File: config.mk
export PLATFORM = sky130hd
export DESIGN_NAME = acc_pipe
export DESIGN_NICKNAME = d
export VERILOG_FILES = /design/src/rtl/acc_pipe_pkg.sv /design/src/rtl/acc_pipe_stage.sv /design/src/rtl/acc_pipe.sv
export SDC_FILE = /design/constraint.sdc
export NUM_CORES = 1
export LEC_CHECK = 0
export CAP_MARGIN = 25
export CORE_UTILIZATION = 45
export DETAILED_ROUTE_END_ITERATION = 10
export GPL_ROUTABILITY_DRIVEN = 0
export PLACE_DENSITY_LB_ADDON = 0.12
export SYNTH_ARGS = -nofsm -noshare
export SYNTH_HDL_FRONTEND = slang
export SYNTH_SLANG_ARGS = --single-unit
File: constraint.sdc
create_clock -name clk -period 2.6 [get_ports clk]
set_clock_uncertainty 0.05 [all_clocks]
set_input_delay 0.52 -clock clk [delete_from_list [all_inputs] [get_ports clk]]
set_output_delay 0.52 -clock clk [all_outputs]
set_load 0.05 [all_outputs]
File: src/rtl/acc_pipe_pkg.sv
// Shared types and defaults for the acc_pipe accumulator pipeline.
// Optional feature macro used by the top: ACC_PIPE_FLUSH_EN.
package acc_pipe_pkg;

    localparam int OP_W         = 2;
    localparam int DEF_W        = 2;
    localparam int DEF_DEPTH    = 4;
    localparam int DEF_EX_STAGE = 2;

    typedef enum logic [OP_W-1:0] {
        OP_XACC = 2'd0,  // STATE ^ d
        OP_XONE = 2'd1,  // d ^ 1
        OP_LOAD = 2'd2,  // d
        OP_ADD  = 2'd3   // STATE + d, carry dropped
    } op_e;

    // Payload at the default width; other widths use a flat vector of
    // payload_w(W) bits laid out as {op, d}.
    typedef struct packed {
        op_e               op;
        logic [DEF_W-1:0]  d;
    } payload_t;

    function automatic int payload_w(input int w);
        return OP_W + w;
    endfunction

endpackage

File: src/rtl/acc_pipe_stage.sv
// One pipeline stage: a valid bit plus a payload register.
// clr drops the valid bit and beats adv; the payload only loads when a valid
// item arrives, so a bubble never turns a stale payload into a valid one.
module acc_pipe_stage #(
    parameter int PW = 4
) (
    input  logic          clk,
    input  logic          rst,
    input  logic          adv,
    input  logic          clr,
    input  logic          in_vld,
    input  logic [PW-1:0] in_pl,
    output logic          vld,
    output logic [PW-1:0] pl
);

    // Valid/payload register with reset > clear > advance priority.
    always_ff @(posedge clk) begin
        if (rst) begin
            vld <= 1'b0;
            pl  <= '0;
        end else if (clr) begin
            vld <= 1'b0;
        end else if (adv) begin
            vld <= in_vld;
            if (in_vld) begin
                pl <= in_pl;
            end
        end
    end

endmodule

File: src/rtl/acc_pipe.sv
// In-order accumulator pipeline: DEPTH stages of {op, data}, one STATE
// register updated by the item sitting in stage EX_STAGE.
// Optional feature: define ACC_PIPE_FLUSH_EN to add the flush port.
//
// Handshake: an input item transfers on a rising edge where in_vld & in_rdy;
// an output item transfers on a rising edge where out_vld & out_rdy. out_vld
// never depends on out_rdy; in_rdy = ~(out_vld & ~out_rdy) (and ~flush when
// flush exists), so a stalled output freezes the whole pipe and STATE.
module acc_pipe
    import acc_pipe_pkg::*;
#(
    parameter int W        = DEF_W,
    parameter int DEPTH    = DEF_DEPTH,
    parameter int EX_STAGE = DEF_EX_STAGE
) (
    input  logic           clk,
    input  logic           rst,
    input  logic [W-1:0]   data,
    input  logic [OP_W-1:0] action,
    input  logic           in_vld,
    output logic           in_rdy,
    output logic [W-1:0]   out,
    output logic           out_vld,
    input  logic           out_rdy,
    output logic [W-1:0]   state
`ifdef ACC_PIPE_FLUSH_EN
    ,
    input  logic           flush
`endif
);

    localparam int PW = payload_w(W);

    logic [DEPTH-1:0] v;
    logic [PW-1:0]    p     [DEPTH];
    logic [PW-1:0]    st_in [DEPTH];
    logic [DEPTH-1:0] st_vin;

    logic             stall;
    logic             flush_i;
    logic [W-1:0]     state_q;
    logic [W-1:0]     new_state;
    op_e              ex_op;
    logic [W-1:0]     ex_d;

`ifdef ACC_PIPE_FLUSH_EN
    assign flush_i = flush;
`else
    assign flush_i = 1'b0;
`endif

    assign out_vld = v[DEPTH-1];
    assign out     = p[DEPTH-1][W-1:0];
    assign stall   = out_vld & ~out_rdy;
    assign in_rdy  = ~stall & ~flush_i;
    assign state   = state_q;

    assign ex_op = op_e'(p[EX_STAGE][PW-1:W]);
    assign ex_d  = p[EX_STAGE][W-1:0];

    // Next STATE value produced by the item currently in the execute stage.
    always_comb begin
        new_state = state_q;
        case (ex_op)
            OP_XACC: new_state = state_q ^ ex_d;
            OP_XONE: new_state = ex_d ^ W'(1);
            OP_LOAD: new_state = ex_d;
            OP_ADD:  new_state = state_q + ex_d;
            default: new_state = state_q;
        endcase
    end

    // STATE moves only when a real item leaves the execute stage unstalled.
    always_ff @(posedge clk) begin
        if (rst) begin
            state_q <= '0;
        end else if (!flush_i && !stall && v[EX_STAGE]) begin
            state_q <= new_state;
        end
    end

    genvar i;
    generate
        for (i = 0; i < DEPTH; i++) begin : g_stage
            if (i == 0) begin : g_first
                assign st_vin[i] = in_vld & in_rdy;
                assign st_in[i]  = {action, data};
            end else if (i == EX_STAGE + 1) begin : g_after_ex
                // Data field becomes the freshly computed STATE value.
                assign st_vin[i] = v[i-1];
                assign st_in[i]  = {p[i-1][PW-1:W], new_state};
            end else begin : g_copy
                assign st_vin[i] = v[i-1];
                assign st_in[i]  = p[i-1];
            end

            acc_pipe_stage #(.PW(PW)) u_stage (
                .clk    (clk),
                .rst    (rst),
                .adv    (~stall),
                .clr    (flush_i),
                .in_vld (st_vin[i]),
                .in_pl  (st_in[i]),
                .vld    (v[i]),
                .pl     (p[i])
            );
        end
    endgenerate

endmodule

==> out/qor.txt, run 1 <==
highest attainable clock frequency - 480 MHz
leading cell type in the layout, fill and taps excluded - nand2_1
count of instances resized after the clock tree is built - 0
layout cells sized above 1 - 8.00%
Clock Sinks - 18
CP delay by family, top - buffers and inverters
combinational group share of total power - 9.3%
clock insertion delay at the later pin of the skew report - 290 ps
type of the most critical hold path - register to register
cell at the root of the clock tree - clkbuf_4
instance count after placement with tap cells included - 113
mean area per synthesized cell - 8.33 µm²
Iteration-0 DRC Markers - 4
final net count - 111
run status - finished, final reports clean
global-route wire length before repair - 2280 µm
startpoint kind of the worst setup timing path - register
Overall Power - 466 µW
max capacitance violation total - 0
Chip Height - 42.8 µm
post-layout min period - 2090 ps
net count of the mapped netlist - 99
residual overflow from global routing - 0
post-synthesis sequential area ratio - 48.1%
Post-Syn Instances - 90
series of cell instances along the critical path - clkdlybuf4s50_1
number of DRC violations after detailed routing - 0
complex-gate fraction of the synthesized area - 17.4%
vias after detailed routing - 623
Cell Area, Placed - 870 µm²
filler cell count in the final layout - 143
setup repair bufs after CTS - 0
largest family of logic cells by synthesized area - simple AND/OR/NAND/NOR gates
commonest cells after routing, fill and taps aside - 20 x nand2_1, 19 x a21oi_1, 18 x dfxtp_1, 12 x nand3_1, 12 x clkdlybuf4s50_1
actual transition at the worst max-transition pin - 644 ps
count of H-tree levels built during CTS - 1
Req. time, crit path - 2030 ps
endpoint arrival time on the critical path - 1520 ps
net switching component of the power - 108 µW
Die ar. - 1830 µm²
total count of hold-check failures in the final report - 0
die span in x - 42.8 µm
Place WS - 581 ps
row count - 14
sum of net half-perimeters after detailed placement - 900 µm
setup violation total in the final timing report - 0
final total negative setup slack - 0 ps
sequential power share - 62.3%
worst slew margin relative to its limit - 56.9%
Final Routed Wirelength - 1270 µm
Tot GR Track Use - 16.7%
average routed wire per standard cell - 10.9 µm
signed area change from the synthesized netlist to the final layout - 19.0%
CTS clk-pin slew, worst paths - 90 ps
effective utilization at floorplan - 49.2%
antenna viol nets, final - 0
fraction of synthesized area in multiplexers - 0%
post-synthesis share of cell area spent on xor and xnor gates - 3.51%
antenna violations before repair - 0
static power due to leakage - 0.312 nW
simple logic cell fraction of the synthesized area - 23.2%
Antenna diodes - 0
Max rail drop VDD - 390 µV
Cell Pwr Density - 522 nW/µm²
number of warnings reported in the yosys synthesis log - 0
mean number of vias per cell - 5.37
number of top-level design ports - 14
cell area after technology mapping - 749 µm²
unrepaired setup endpoints after global routing - no
worst hold slack - 411 ps
share of total power consumed by net switching - 23.2%
worst-path maximum fanout - 4
iteration count of the initial detailed-routing pass - 4
total buffers and inverters traversed by the critical path - 1
vias in the first global route - 571
max-slew violations - 0
Worst Setup Path Type - register to output pin
final core area utilization - 58.5%
number of buffers on the longest clock path - 2
internal power component - 357 µW
maximum number of pins on one net before global-route repair - 19
CTS buffer count - 3
Final Non-Filler Cells - 116
post-route worst setup slack - 515 ps
total of flip-flops plus latches after synthesis - 18
Max stage delay on crit path - 820 ps
CTS tree - built
Finished Cell Area - 892 µm²
capturing element type of the critical path - output pin
area of the core region - 1520 µm²
number of buffer cells added on primary ports - 13
final cycle utilization of the critical path - 80.2%
Post-CTS Hold Buffers - 0
number of distinct library cells after synthesis - 20
Max stage delay cell, worst path - clkdlybuf4s50_1
Synth Area in Adders - 1.67%
Clk pwr share - 28.3%
flip-flops by register name (all words and copies together) (netlist names):
name and flops:
g_stage.u_stage.pl 12, g_stage.u_stage.vld 4, state 2
cells in the mapped netlist (all sizes together):
cell type  instances  area share [%]
nand2             20              10
a21oi             19              13
dfxtp             18              48
nand3             12             8.0
buf                6             5.3
nor2               3             1.5
a211oi             2             2.7
nor2b              2             3.0
xnor2              2             2.3
a211o              1             1.2
a31oi              1            0.84
ha                 1             1.7
inv                1            0.84
nor3               1            0.67
xor2               1             1.2
worst paths after layout:
path,start,endpoint,slack [ps],depth (start not counted)
worst max-delay path,state[1],state[1],510,1
worst min-delay path,g_stage[0].u_stage.pl[0],g_stage[0].u_stage.pl[0],410,2
worst max register to register,g_stage[2].u_stage.pl[0],state[0],1190,5
worst min register to register,g_stage[0].u_stage.pl[0],g_stage[0].u_stage.pl[0],410,2
power by group through the flow:
stage | clock, mW | sequential [mW] | combinational (mW)
5_1_grt | 0.148 | 0.291 | 0.0485
3_5_place_dp | 0 | 0.297 | 0.0438
6_report | 0.132 | 0.290 | 0.0435
2_1_floorplan | 0 | 0.298 | 0.0235
3_3_place_gp | 0 | 0.296 | 0.0435
4_1_cts | 0.137 | 0.290 | 0.0440
cells by family after synthesis:
| logic type | after synthesis |
|---|---|
| AND/OR/NAND/NOR | 38 |
| AO/OA/AOI/OAI | 23 |
| flip-flops | 18 |
| buffers and inverters | 7 |
| XOR/XNOR | 3 |
| adder cells (fa/ha/maj) | 1 |
cell type report:
type                    count  area (µm²)  share of cell area [%]
multi-input cells          65         343                    38.4
flip-flops and latches     18         360                    40.4
clock buffers               3        22.5                    2.52
inverters                   1        6.26                   0.701
well taps                  16        20.0                    2.24
repair buffers             13         140                    15.7
layer usage:
metal	vias to the layer above	track usage, %	share of wire (%)
met5	-	0	0
met4	0	11.3	0.79
met3	2	2.55	3.4
met2	12	27.6	47
met1	279	19.6	49
li1	330	-	-
Power figures use the tool's default switching activity.
==> run 2: changes to the inputs <==
Settings changed: CORE_UTILIZATION 45 to 44.
Clock period 2.6 ns to 1.9 ns, I/O delays scaled along.
==> run 2 against run 1 <==
First-iteration DRC count rose to 3.5 times the previous value. Non-clock buffer count up 1. Power up 46%. Sequential power up 37%. Worst hold slack worse by 0.94 ps. Worst setup slack worse by 350 ps. Critical endpoint is now in_rdy. Largest power group unchanged. Highest routed layer is now met3.
==> out/qor.txt, run 2 (synthesized netlist as in run 1, its figures left out) <==
antenna viol nets, final - 0 (unchanged)
number of DRC violations after detailed routing - 0 (unchanged)
final total negative setup slack - 0 ps (unchanged)
commonest cells after routing, fill and taps aside - 20 x nand2_1, 19 x a21oi_1, 18 x dfxtp_1, 12 x nand3_1, 7 x clkdlybuf4s50_1
area of the core region - 1540 µm² (+1.1%)
setup violation total in the final timing report - 0 (unchanged)
layout cells sized above 1 - 13.7% (+5.7 points)
Die ar. - 1870 µm² (+2.2%)
vias in the first global route - 525 (-8.1%)
post-layout min period - 1740 ps
start point of the worst hold path - g_stage[0].u_stage.pl[0]
highest attainable clock frequency - 576 MHz
flip-flop and latch area - 360 µm² (unchanged)
sum of net half-perimeters after detailed placement - 866 µm (-3.8%)
capturing element type of the critical path - output pin
Overall Power - 681 µW (+46%)
max-slew violations - 0 (unchanged)
vias after detailed routing - 605 (-2.9%)
length in cells of the worst reg-to-reg path - 5 (unchanged)
Clock Sinks - 18 (unchanged)
worst slew margin relative to its limit - 66.9% (+9.9 points)
Max rail drop VDD - 421 µV (+8.1%)
Iteration-0 DRC Markers - 14 (+10)
Final Routed Wirelength - 1200 µm (-5.6%)
number of buffers on the longest clock path - 2 (unchanged)
total count of hold-check failures in the final report - 0 (unchanged)
CTS buffer count - 3 (unchanged)
register with the most flip-flops - g_stage.u_stage.pl
leading cell type in the layout, fill and taps excluded - nand2_1
Chip Height - 43.3 µm (+1.1%)
max reg flops - 12 (unchanged)
global-route wire length before repair - 2180 µm (-4.5%)
CTS tree - built
startpoint kind of the worst setup timing path - input pin
Cell Pwr Density - 752 nW/µm² (+44%)
count of H-tree levels built during CTS - 1 (unchanged)
die span in x - 43.3 µm (+1.1%)
CTS clk-pin slew, worst paths - 100 ps (about the same)
unrepaired setup endpoints after global routing - no
final net count - 112 (+0.90%)
maximum number of pins on one net before global-route repair - 19 (unchanged)
residual overflow from global routing - 0 (unchanged)
number of buffer cells added on primary ports - 13 (unchanged)
combined area of the multi-input logic cells - 343 µm² (unchanged)
max capacitance violation total - 0 (unchanged)
Critical Path Start - out_rdy
row count - 14 (unchanged)
antenna violations before repair - 0 (unchanged)
iteration count of the initial detailed-routing pass - 4 (unchanged)
Antenna diodes - 0 (unchanged)
signed area change from the synthesized netlist to the final layout - 20.9%
cell at the root of the clock tree - clkbuf_4
Req. time, crit path - 1470 ps (-560 ps)
Min-Delay Path Depth - 2 (unchanged)
static power due to leakage - 0.350 nW (+12%)
final cycle utilization of the critical path - 91.4%
effective utilization at floorplan - 48.6% (-0.56 points)
Tot GR Track Use - 15.5% (-1.2 points)
endpoint arrival time on the critical path - 1310 ps (-210 ps)
worst hold slack - 410 ps (-0.936 ps)
worst reg2reg path startpoint - state[0]
mean number of vias per cell - 5.13 (-4.5%)
average routed wire per standard cell - 10.1 µm (-7.2%)
run status - finished, final reports clean
type of the most critical hold path - register to register
filler cell count in the final layout - 161 (+13%)
number of top-level design ports - 14 (unchanged)
Post-CTS Hold Buffers - 0 (unchanged)
Worst Setup Path Type - input pin to output pin
clock insertion delay at the later pin of the skew report - 280 ps (about the same)
actual transition at the worst max-transition pin - 496 ps (-148 ps)
worst-path maximum fanout - 18 (+14)
run 2: cell count changes in the layout (fill, tap and decap cells not counted), sizes merged:
cell,before,now
buf,1,6
dlymetal6s2s,0,1
clkbuf,3,4
clkdlybuf4s50,12,7
run 2: timing repair:
item                       4_1_cts  5_1_grt
setup endpoints to repair        0        1
gates resized for setup          0        1
setup buffers                    0        0
run 2: area by class of cell:
| class | instances | share of cell area, % |
|---|---|---|
| timing repair buffer | 14 | 15.5 |
| multi-input combinational | 65 | 37.8 |
| tap | 16 | 2.21 |
| inverter | 1 | 0.691 |
| clock buffer | 4 | 4.01 |
| sequential | 18 | 39.8 |
run 2: through the flow:
step | setup WS, ps | utilization, % | cell area (µm²) | cells
6_report | 163 | 58.8 | 906 | 118
5_1_grt | 101 | 58.8 | 906 | 118
4_1_cts | 35.7 | 58.6 | 903 | 118
3_5_place_dp | 164 | 56.3 | 867 | 114
3_3_place_gp | 179 | 56.3 | 867 | 114
2_1_floorplan | 250 | - | 749 | 90
run 2: critical path, stage by stage:
cell and delay, ps:
clkdlybuf4s50_1 440, nor2b_4 200, inv_4 120, buf_12 170
run 2: power breakdown:
| group | internal (mW) | switching [mW] | leakage [nW] | total, mW |
|---|---|---|---|---|
| logic | 0.0280 | 0.0323 | 0.183 | 0.0604 |
| clock network | 0.117 | 0.108 | 0.0210 | 0.224 |
| registers | 0.388 | 0.00845 | 0.147 | 0.397 |
run 2: final timing paths:
| kind | end | slack (ps) |
|---|---|---|
| worst max-delay path | in_rdy | 160 |
| worst min-delay path | g_stage[0].u_stage.pl[0] | 410 |
| worst max register to register | state[0] | 520 |
| worst min register to register | g_stage[0].u_stage.pl[0] | 410 |
run 2: metal layers:
metal,vias to the layer above,GRT usage (%),wire [µm]
met1,261,19.6,540
met5,-,0,0
met3,0,2.55,55
met2,14,24.5,601
li1,330,-,-
met4,0,9.09,0
==> run 3: changes to the inputs <==
Settings changed: ABC_AREA from default to 0.
==> results of run 3 <==
No change in the layout: final DEF, timing and power equal those of run 2.
